==> src/rtl/famicom_bus_pkg.sv <==
// Shared constants, phase helpers and request payload for the Famicom CPU bus master.
package famicom_bus_pkg;

    localparam int unsigned CLK_DIV_NTSC     = 12;
    localparam int unsigned CLK_DIV_PAL      = 16;
    localparam int unsigned CLK_DIV_DENDY    = 15;
    localparam int unsigned M2_LOW_DEF       = 5;
    localparam int unsigned ROMSEL_DELAY_DEF = 1;

    // Phase indices of the NTSC default timing
    localparam int unsigned PH_M2_RISE = M2_LOW_DEF;
    localparam int unsigned PH_ROMSEL  = M2_LOW_DEF + ROMSEL_DELAY_DEF;
    localparam int unsigned PH_SAMPLE  = CLK_DIV_NTSC - 1;

    localparam int unsigned ADDR_W     = 16;
    localparam int unsigned CPU_ADDR_W = 15;
    localparam int unsigned DATA_W     = 8;

    typedef struct packed {
        logic              write;
        logic [ADDR_W-1:0] addr;
        logic [DATA_W-1:0] wdata;
    } bus_req_t;

    function automatic int unsigned ph_romsel(input int unsigned m2_low, input int unsigned dly);
        return m2_low + dly;
    endfunction

endpackage

==> src/rtl/famicom_cpu_bus_master_if.sv <==
// Host request port, cartridge CPU bus pins and IRQ line of the bus master.
interface famicom_cpu_bus_master_if;
    import famicom_bus_pkg::*;

    logic                  req_valid;
    logic                  req_ready;
    logic                  req_write;
    logic [ADDR_W-1:0]     req_addr;
    logic [DATA_W-1:0]     req_wdata;
    logic                  rsp_valid;
    logic [DATA_W-1:0]     rsp_rdata;
    logic                  m2;
    logic                  romsel;
    logic                  cpu_rw;
    logic [CPU_ADDR_W-1:0] cpu_addr;
    logic [DATA_W-1:0]     cpu_data_out;
    logic                  cpu_data_oe;
    logic [DATA_W-1:0]     cpu_data_in;
    logic                  irq_n;
    logic                  irq;

    modport master (
        input  req_valid, req_write, req_addr, req_wdata, cpu_data_in, irq_n,
        output req_ready, rsp_valid, rsp_rdata, m2, romsel, cpu_rw, cpu_addr,
               cpu_data_out, cpu_data_oe, irq
    );

    modport slave (
        output req_valid, req_write, req_addr, req_wdata, cpu_data_in, irq_n,
        input  req_ready, rsp_valid, rsp_rdata, m2, romsel, cpu_rw, cpu_addr,
               cpu_data_out, cpu_data_oe, irq
    );

endinterface

==> src/rtl/famicom_m2_phase_gen.sv <==
// Free-running M2 phase counter with registered M2 and per-phase strobes.
module famicom_m2_phase_gen
    import famicom_bus_pkg::*;
#(
    parameter int unsigned CLK_DIV      = CLK_DIV_NTSC,
    parameter int unsigned M2_LOW       = M2_LOW_DEF,
    parameter int unsigned ROMSEL_DELAY = ROMSEL_DELAY_DEF,
    parameter int unsigned PH_W         = $clog2(CLK_DIV)
) (
    input  logic            i_clk,
    input  logic            i_reset,
    output logic [PH_W-1:0] o_ph,
    output logic            o_m2,
    output logic            o_ph0_c,
    output logic            o_m2_rise_c,
    output logic            o_romsel_c,
    output logic            o_sample_c
);

    localparam int unsigned PH_RISE = M2_LOW;
    localparam int unsigned PH_RSEL = ph_romsel(M2_LOW, ROMSEL_DELAY);
    localparam int unsigned PH_LAST = CLK_DIV - 1;

    if (M2_LOW < 1 || M2_LOW + ROMSEL_DELAY + 2 > CLK_DIV) begin : g_param_err
        $error("famicom_m2_phase_gen: illegal M2_LOW/ROMSEL_DELAY/CLK_DIV combination");
    end

    logic [PH_W-1:0] r_ph;
    logic            r_m2;

    always_ff @(posedge i_clk) begin
        if (i_reset) begin
            r_ph <= '0;
            r_m2 <= 1'b0;
        end else begin
            r_ph <= (r_ph == PH_W'(PH_LAST)) ? '0 : r_ph + PH_W'(1);
            r_m2 <= (r_ph >= PH_W'(PH_RISE));
        end
    end

    assign o_ph        = r_ph;
    assign o_m2        = r_m2;
    assign o_ph0_c     = (r_ph == '0);
    assign o_m2_rise_c = (r_ph == PH_W'(PH_RISE));
    assign o_romsel_c  = (r_ph == PH_W'(PH_RSEL));
    assign o_sample_c  = (r_ph == PH_W'(PH_LAST));

endmodule

==> src/rtl/famicom_cpu_bus_master.sv <==
// Initiator of 2A03-style cartridge bus cycles: request latch, bus pin registers,
// read capture and IRQ synchroniser around a free-running M2 phase generator.
module famicom_cpu_bus_master
    import famicom_bus_pkg::*;
#(
    parameter int unsigned CLK_DIV      = CLK_DIV_NTSC,
    parameter int unsigned M2_LOW       = M2_LOW_DEF,
    parameter int unsigned ROMSEL_DELAY = ROMSEL_DELAY_DEF
) (
    input logic                      clk,
    input logic                      reset,
    famicom_cpu_bus_master_if.master bus
);

    localparam int unsigned PH_W = $clog2(CLK_DIV);

    logic [PH_W-1:0]       w_ph;
    logic                  w_m2;
    logic                  w_ph0;
    logic                  w_rise;
    logic                  w_romsel_pt;
    logic                  w_sample;

    bus_req_t              r_req;
    logic                  r_req_valid;
    logic                  r_cur_rd;
    logic                  r_cpu_rw;
    logic [CPU_ADDR_W-1:0] r_cpu_addr;
    logic                  r_a15;
    logic                  r_romsel;
    logic                  r_oe;
    logic [DATA_W-1:0]     r_dout;
    logic                  r_rsp_valid;
    logic [DATA_W-1:0]     r_rsp_rdata;
    logic [1:0]            r_irq_sync;

    famicom_m2_phase_gen #(
        .CLK_DIV      (CLK_DIV),
        .M2_LOW       (M2_LOW),
        .ROMSEL_DELAY (ROMSEL_DELAY),
        .PH_W         (PH_W)
    ) u_phase (
        .i_clk       (clk),
        .i_reset     (reset),
        .o_ph        (w_ph),
        .o_m2        (w_m2),
        .o_ph0_c     (w_ph0),
        .o_m2_rise_c (w_rise),
        .o_romsel_c  (w_romsel_pt),
        .o_sample_c  (w_sample)
    );

    // Request taken at the last phase drives the whole following period; r_cur_rd
    // remembers whether the period now ending was a read so its data is returned.
    always_ff @(posedge clk) begin
        if (reset) begin
            r_req       <= '0;
            r_req_valid <= 1'b0;
            r_cur_rd    <= 1'b0;
            r_cpu_rw    <= 1'b1;
            r_cpu_addr  <= '0;
            r_a15       <= 1'b0;
            r_romsel    <= 1'b1;
            r_oe        <= 1'b0;
            r_dout      <= '0;
            r_rsp_valid <= 1'b0;
            r_rsp_rdata <= '0;
            r_irq_sync  <= '0;
        end else begin
            r_rsp_valid <= 1'b0;
            r_irq_sync  <= {r_irq_sync[0], ~bus.irq_n};

            if (w_sample) begin
                r_req_valid <= bus.req_valid;
                if (bus.req_valid) begin
                    r_req <= '{write: bus.req_write, addr: bus.req_addr, wdata: bus.req_wdata};
                end
            end

            if (w_ph0) begin
                r_romsel <= 1'b1;
                if (r_cur_rd) begin
                    r_rsp_valid <= 1'b1;
                    r_rsp_rdata <= bus.cpu_data_in;
                end
                r_cur_rd <= r_req_valid & ~r_req.write;
                r_cpu_rw <= ~(r_req_valid & r_req.write);
                if (r_req_valid) begin
                    r_cpu_addr <= r_req.addr[CPU_ADDR_W-1:0];
                    r_a15      <= r_req.addr[ADDR_W-1];
                end
            end

            if (w_romsel_pt) begin
                r_romsel <= ~r_a15;
            end

            // Write data is held one clock past the M2 fall unless another write follows
            if (w_ph == PH_W'(1) && r_cpu_rw) begin
                r_oe <= 1'b0;
            end
            if (w_rise && !r_cpu_rw) begin
                r_oe   <= 1'b1;
                r_dout <= r_req.wdata;
            end
        end
    end

    assign bus.req_ready    = ~reset & w_sample;
    assign bus.rsp_valid    = r_rsp_valid;
    assign bus.rsp_rdata    = r_rsp_rdata;
    assign bus.m2           = w_m2;
    assign bus.romsel       = r_romsel;
    assign bus.cpu_rw       = r_cpu_rw;
    assign bus.cpu_addr     = r_cpu_addr;
    assign bus.cpu_data_out = r_dout;
    assign bus.cpu_data_oe  = r_oe;
    assign bus.irq          = r_irq_sync[1];

endmodule

==> src/flat_wrapper.sv <==
// flat-port wrapper written by rule: the top's interface ports become plain ports
module famicom_cpu_bus_master_flat import famicom_bus_pkg::*;
#(
    parameter int unsigned CLK_DIV      = CLK_DIV_NTSC,
    parameter int unsigned M2_LOW       = M2_LOW_DEF,
    parameter int unsigned ROMSEL_DELAY = ROMSEL_DELAY_DEF
)
  (clk, reset, bus_req_valid, bus_req_write, bus_req_addr, bus_req_wdata, bus_cpu_data_in, bus_irq_n, bus_req_ready, bus_rsp_valid, bus_rsp_rdata, bus_m2, bus_romsel, bus_cpu_rw, bus_cpu_addr, bus_cpu_data_out, bus_cpu_data_oe, bus_irq);
  famicom_cpu_bus_master_if bus_i ();
  input logic clk;
  input logic reset;
  input wire logic [$bits(bus_i.req_valid)-1:0] bus_req_valid;
  input wire logic [$bits(bus_i.req_write)-1:0] bus_req_write;
  input wire logic [$bits(bus_i.req_addr)-1:0] bus_req_addr;
  input wire logic [$bits(bus_i.req_wdata)-1:0] bus_req_wdata;
  input wire logic [$bits(bus_i.cpu_data_in)-1:0] bus_cpu_data_in;
  input wire logic [$bits(bus_i.irq_n)-1:0] bus_irq_n;
  output wire logic [$bits(bus_i.req_ready)-1:0] bus_req_ready;
  output wire logic [$bits(bus_i.rsp_valid)-1:0] bus_rsp_valid;
  output wire logic [$bits(bus_i.rsp_rdata)-1:0] bus_rsp_rdata;
  output wire logic [$bits(bus_i.m2)-1:0] bus_m2;
  output wire logic [$bits(bus_i.romsel)-1:0] bus_romsel;
  output wire logic [$bits(bus_i.cpu_rw)-1:0] bus_cpu_rw;
  output wire logic [$bits(bus_i.cpu_addr)-1:0] bus_cpu_addr;
  output wire logic [$bits(bus_i.cpu_data_out)-1:0] bus_cpu_data_out;
  output wire logic [$bits(bus_i.cpu_data_oe)-1:0] bus_cpu_data_oe;
  output wire logic [$bits(bus_i.irq)-1:0] bus_irq;
  assign bus_i.req_valid = bus_req_valid;
  assign bus_i.req_write = bus_req_write;
  assign bus_i.req_addr = bus_req_addr;
  assign bus_i.req_wdata = bus_req_wdata;
  assign bus_i.cpu_data_in = bus_cpu_data_in;
  assign bus_i.irq_n = bus_irq_n;
  assign bus_req_ready = bus_i.req_ready;
  assign bus_rsp_valid = bus_i.rsp_valid;
  assign bus_rsp_rdata = bus_i.rsp_rdata;
  assign bus_m2 = bus_i.m2;
  assign bus_romsel = bus_i.romsel;
  assign bus_cpu_rw = bus_i.cpu_rw;
  assign bus_cpu_addr = bus_i.cpu_addr;
  assign bus_cpu_data_out = bus_i.cpu_data_out;
  assign bus_cpu_data_oe = bus_i.cpu_data_oe;
  assign bus_irq = bus_i.irq;
  famicom_cpu_bus_master #(.CLK_DIV(CLK_DIV), .M2_LOW(M2_LOW), .ROMSEL_DELAY(ROMSEL_DELAY)) u_core (.clk(clk), .reset(reset), .bus(bus_i));
endmodule
==> config.mk <==
export PLATFORM = sky130hd
export DESIGN_NAME = famicom_cpu_bus_master_flat
export DESIGN_NICKNAME = d
export VERILOG_FILES = /design/src/rtl/famicom_bus_pkg.sv /design/src/rtl/famicom_cpu_bus_master_if.sv /design/src/rtl/famicom_m2_phase_gen.sv /design/src/rtl/famicom_cpu_bus_master.sv /design/src/flat_wrapper.sv
export SDC_FILE = /design/constraint.sdc
export NUM_CORES = 1
export LEC_CHECK = 0
export ABC_CLOCK_PERIOD_IN_PS = 3600
export CAP_MARGIN = 30
export CORE_UTILIZATION = 50
export DETAILED_ROUTE_END_ITERATION = 6
export MAX_ROUTING_LAYER = met4
export PLACE_DENSITY = 0.95
export SLEW_MARGIN = 20
export SYNTH_ARGS = -nofsm -noshare
export SYNTH_HDL_FRONTEND = slang
export SYNTH_SLANG_ARGS = --single-unit
==> constraint.sdc <==
create_clock -name clk -period 3.6 [get_ports clk]
set_input_delay 0.72 -clock clk [delete_from_list [all_inputs] [get_ports clk]]
set_output_delay 0.72 -clock clk [all_outputs]
set_load 0.02 [all_outputs]
==> results by group <==
Outcome
  – Status: finished clean

CTS
  – Post-CTS setup buffers: 0
  – Post-CTS sizing: 0
  – Deepest clock path buffer count: 2
  – CTS tree: done
  – Clk_lat worst skew: 0.34 ns
  – Root buffer cell: clkbuf_8
  – CTS clk-pin slew, worst paths: 0.07 ns
  – CTS Buf Count: 9
  – Clk sinks: 70
  – H-Tree Depth: 3
  – Post-CTS Hold Fix Bufs: 0

Placed design
  – Worst slack at placement: 1.157 ns
  – Inst Count DP: 434
  – DP HPWL: 3784 um
  – GPL Wtd Cong: 0.7472
  – Port buffer count: 74

Layout
  – Synthesis-to-finish area growth: 35.37%
  – Final Core Density: 0.7262
  – Share of post-route cells with drive strength above 1: 0.05729
  – Final #Nets: 420
  – Most frequent cells in the layout: nand2_1, clkdlybuf4s50_1, dfxtp_1
  – Diode count: 0
  – Post-Layout Cell Count: 451
  – Most common cell after layout, fill and taps aside: nand2_1

Critical path
  – Worst EP required: 2.88 ns
  – Crit Path Category: reg2out
  – Reg2Reg Launch Point: u_core.u_phase.o_ph[0]
  – Startpoint types: register
  – Crit end category: output pin
  – End of the critical path: bus_req_ready
  – Worst Path Max Fanout: 5
  – R2R depth: 5
  – Slowest stage cell, crit path: clkdlybuf4s50_1
  – CP Data Arrival Time: 1.91 ns
  – CP Launch Point: u_core.u_phase.o_ph[0]
  – Slowest stage delay, CP: 0.63 ns
  – Worst r2r dst: u_core.bus.cpu_addr[8]
  – R2R Setup Slk: 1.71 ns
  – Crit path cell chain: ha_1 -> nand3b_1 -> nor2_1 -> clkdlybuf4s50_1

Routing
  – Post-DR wirelength/cell: 12.88 um
  – DR vias: 2319
  – DR pass1 iterations: 4
  – Vias per inst: 5.142
  – Starting DRT DRC Count: 135
  – DRC violations left: 0
  – DRT Wirelength: 5808 um
  – Detail Route Antenna Nets: 0

Yosys
  – Post-Syn Area: 2618 sq um
  – Yosys warning total: 0
  – Area leader, netlist: dfxtp_1
  – Synth area leaders: dfxtp_1, nand2_1, a21oi_1
  – Post-Syn Instances: 316
  – Xor/xnor cell area share of the yosys netlist: 0
  – Post-synthesis mux area share: 0.003824
  – Avg Inst Size Synth: 8.283 sq um
  – Syn nets: 357
  – Top cell type's share of synthesized area: 0.5354
  – Adder-cell share of the synthesized area: 0.01912
  – #FFs+latches synth: 70
  – Netlist cell types: 32
  – Seq/Total Area, Yosys: 0.5354
  – Synth Area in Compound Gates: 0.1386
  – Fraction of the mapped netlist area in simple logic gates: 0.2419
  – Largest family of logic cells by synthesized area: simple AND/OR/NAND/NOR gates

Global route
  – Pin count of the biggest net entering global routing: 71
  – GRT Util Overall: 0.2305
  – First-pass GRT wire length: 9232 um
  – Gr ovfl total: 0
  – Vias in the first global route: 2051
  – Initial antenna violation count: 0

STA
  – Fin Setup TNS: 0 ns
  – F_max: 0.3808 GHz
  – Final-report setup violation count: 0
  – Max-slew violation count: 0
  – Final hold vios: 0
  – Final Skew: 0.003839 ns
  – Slew headroom: 0.4662
  – RSZ-0062 raised after global routing: no
  – Tmin final: 2.626 ns
  – Setup ws final: 0.9737 ns
  – Final worst-path cycle share: 0.7295
  – Worst-margin pin slew: 0.7894 ns

Floorplan
  – Core Region: 4880 sq um
  – Die Height: 74.36 um
  – # rows: 25
  – Die area: 5529 sq um
  – # IOs: 75
  – Die width: 74.36 um
  – Initial Util: 0.5364

Pwr
  – Internal power: 1.215 mW
  – Seq pwr share: 0.508
  – Max rail drop VDD: 0.2528 mV
  – Comb pwr share: 0.050
  – Power Total: 1.543 mW
  – Clock power frac: 0.442
  – Sw Ratio: 0.2126
  – Leakage power: 1.197 nW
  – NetSw: 0.3281 mW
  – Power density over cell area: 435.5 nW/um^2

Job
  – Maxcap violations: 0

Worst hold path
  – Min-delay worst type: reg2reg
area by class of cell:
type                            count  area, sq um
Inverter                            6        22.52
Fill cell                         401         1336
Clock buffer                       11        131.4
Clock inverter                      5        83.83
Sequential cell                    70         1401
Multi-Input combinational cell    216         1062
Tap cell                           67        83.83
Timing Repair Buffer               76        758.2
cells by family after synthesis:
group / after synthesis
buffers and inverters: 30
AND/OR/NAND/NOR: 142
AO/OA/AOI/OAI: 69
adder cells (fa/ha/maj): 4
flip-flops: 70
multiplexers: 1
worst min path at each step:
stage / from / end / slack, ns / depth (start not counted)
5_1_grt: u_core.r_irq_sync[0] / u_core.r_irq_sync[1] / 0.46 / 1
6_report: u_core.r_irq_sync[0] / u_core.r_irq_sync[1] / 0.44 / 1
3_3_place_gp: u_core.r_irq_sync[0] / u_core.r_irq_sync[1] / 0.42 / 1
3_5_place_dp: u_core.r_irq_sync[0] / u_core.r_irq_sync[1] / 0.43 / 1
2_1_floorplan: u_core.r_irq_sync[0] / u_core.r_irq_sync[1] / 0.41 / 1
4_1_cts: u_core.r_irq_sync[0] / u_core.r_irq_sync[1] / 0.45 / 1
synth_stat cells:
cell type	instances
nand3_1	2
nand4bb_1	3
o21bai_1	2
nand4b_2	1
a21bo_2	1
and4bb_2	2
and4b_1	1
nand3b_1	1
buf_2	7
or3b_1	1
nor3b_1	1
buf_4	4
buf_6	3
nor2_1	8
mux2i_1	1
o21ai_0	1
o41ai_1	1
inv_1	6
nand4b_1	1
a21oi_1	63
nand2_1	114
clkbuf_2	1
nand4_1	1
nand2b_1	2
and4_1	1
a31o_1	1
nor2b_1	1
nor4bb_1	1
clkbuf_1	9
dfxtp_1	70
ha_1	4
nor3_1	1
state kept, by name (all words and copies together), names as in the netlist, 2 cells and up:
signal                   flops
u_core.r_req                25
u_core.bus.cpu_data_out      8
u_core.u_phase.o_ph          4
u_core.bus.cpu_addr         15
u_core.r_irq_sync            2
u_core.bus.rsp_rdata         8
routing by layer:
metal,vias to the layer above,routed length (um),GRT usage
met5,-,0,-
met4,0,108,0.1069
met3,11,397,0.05285
met2,87,2782,0.3657
met1,1069,2519,0.2785
li1,1152,-,-
worst max-delay path, delay by kind of cell (launching register included):
| kind | cells | cell delay, ns |
|---|---|---|
| fa+ha+maj | 1 | 0.30 |
| buf+inv | 1 | 0.63 |
| flops | 1 | 0.40 |
| simple gates | 2 | 0.24 |
stage by stage:
step	hold WS (ns)	area, sq um
finish	0.4402	3543
global route	0.4622	3543
CTS	0.4451	3528
detailed placement	0.4277	3313
global placement	0.4178	3307
floorplan	0.4138	2618
power by group through the flow:
| stage | registers (mW) | logic [mW] | clock network (mW) |
|---|---|---|---|
| floorplan | 0.800 | 0.0301 | 0 |
| global placement | 0.801 | 0.0745 | 0 |
| detailed placement | 0.801 | 0.0766 | 0 |
| CTS | 0.783 | 0.0775 | 0.689 |
| global route | 0.784 | 0.0831 | 0.721 |
| finish | 0.784 | 0.0771 | 0.682 |
Note: power is estimated with default switching activity, not from simulation.
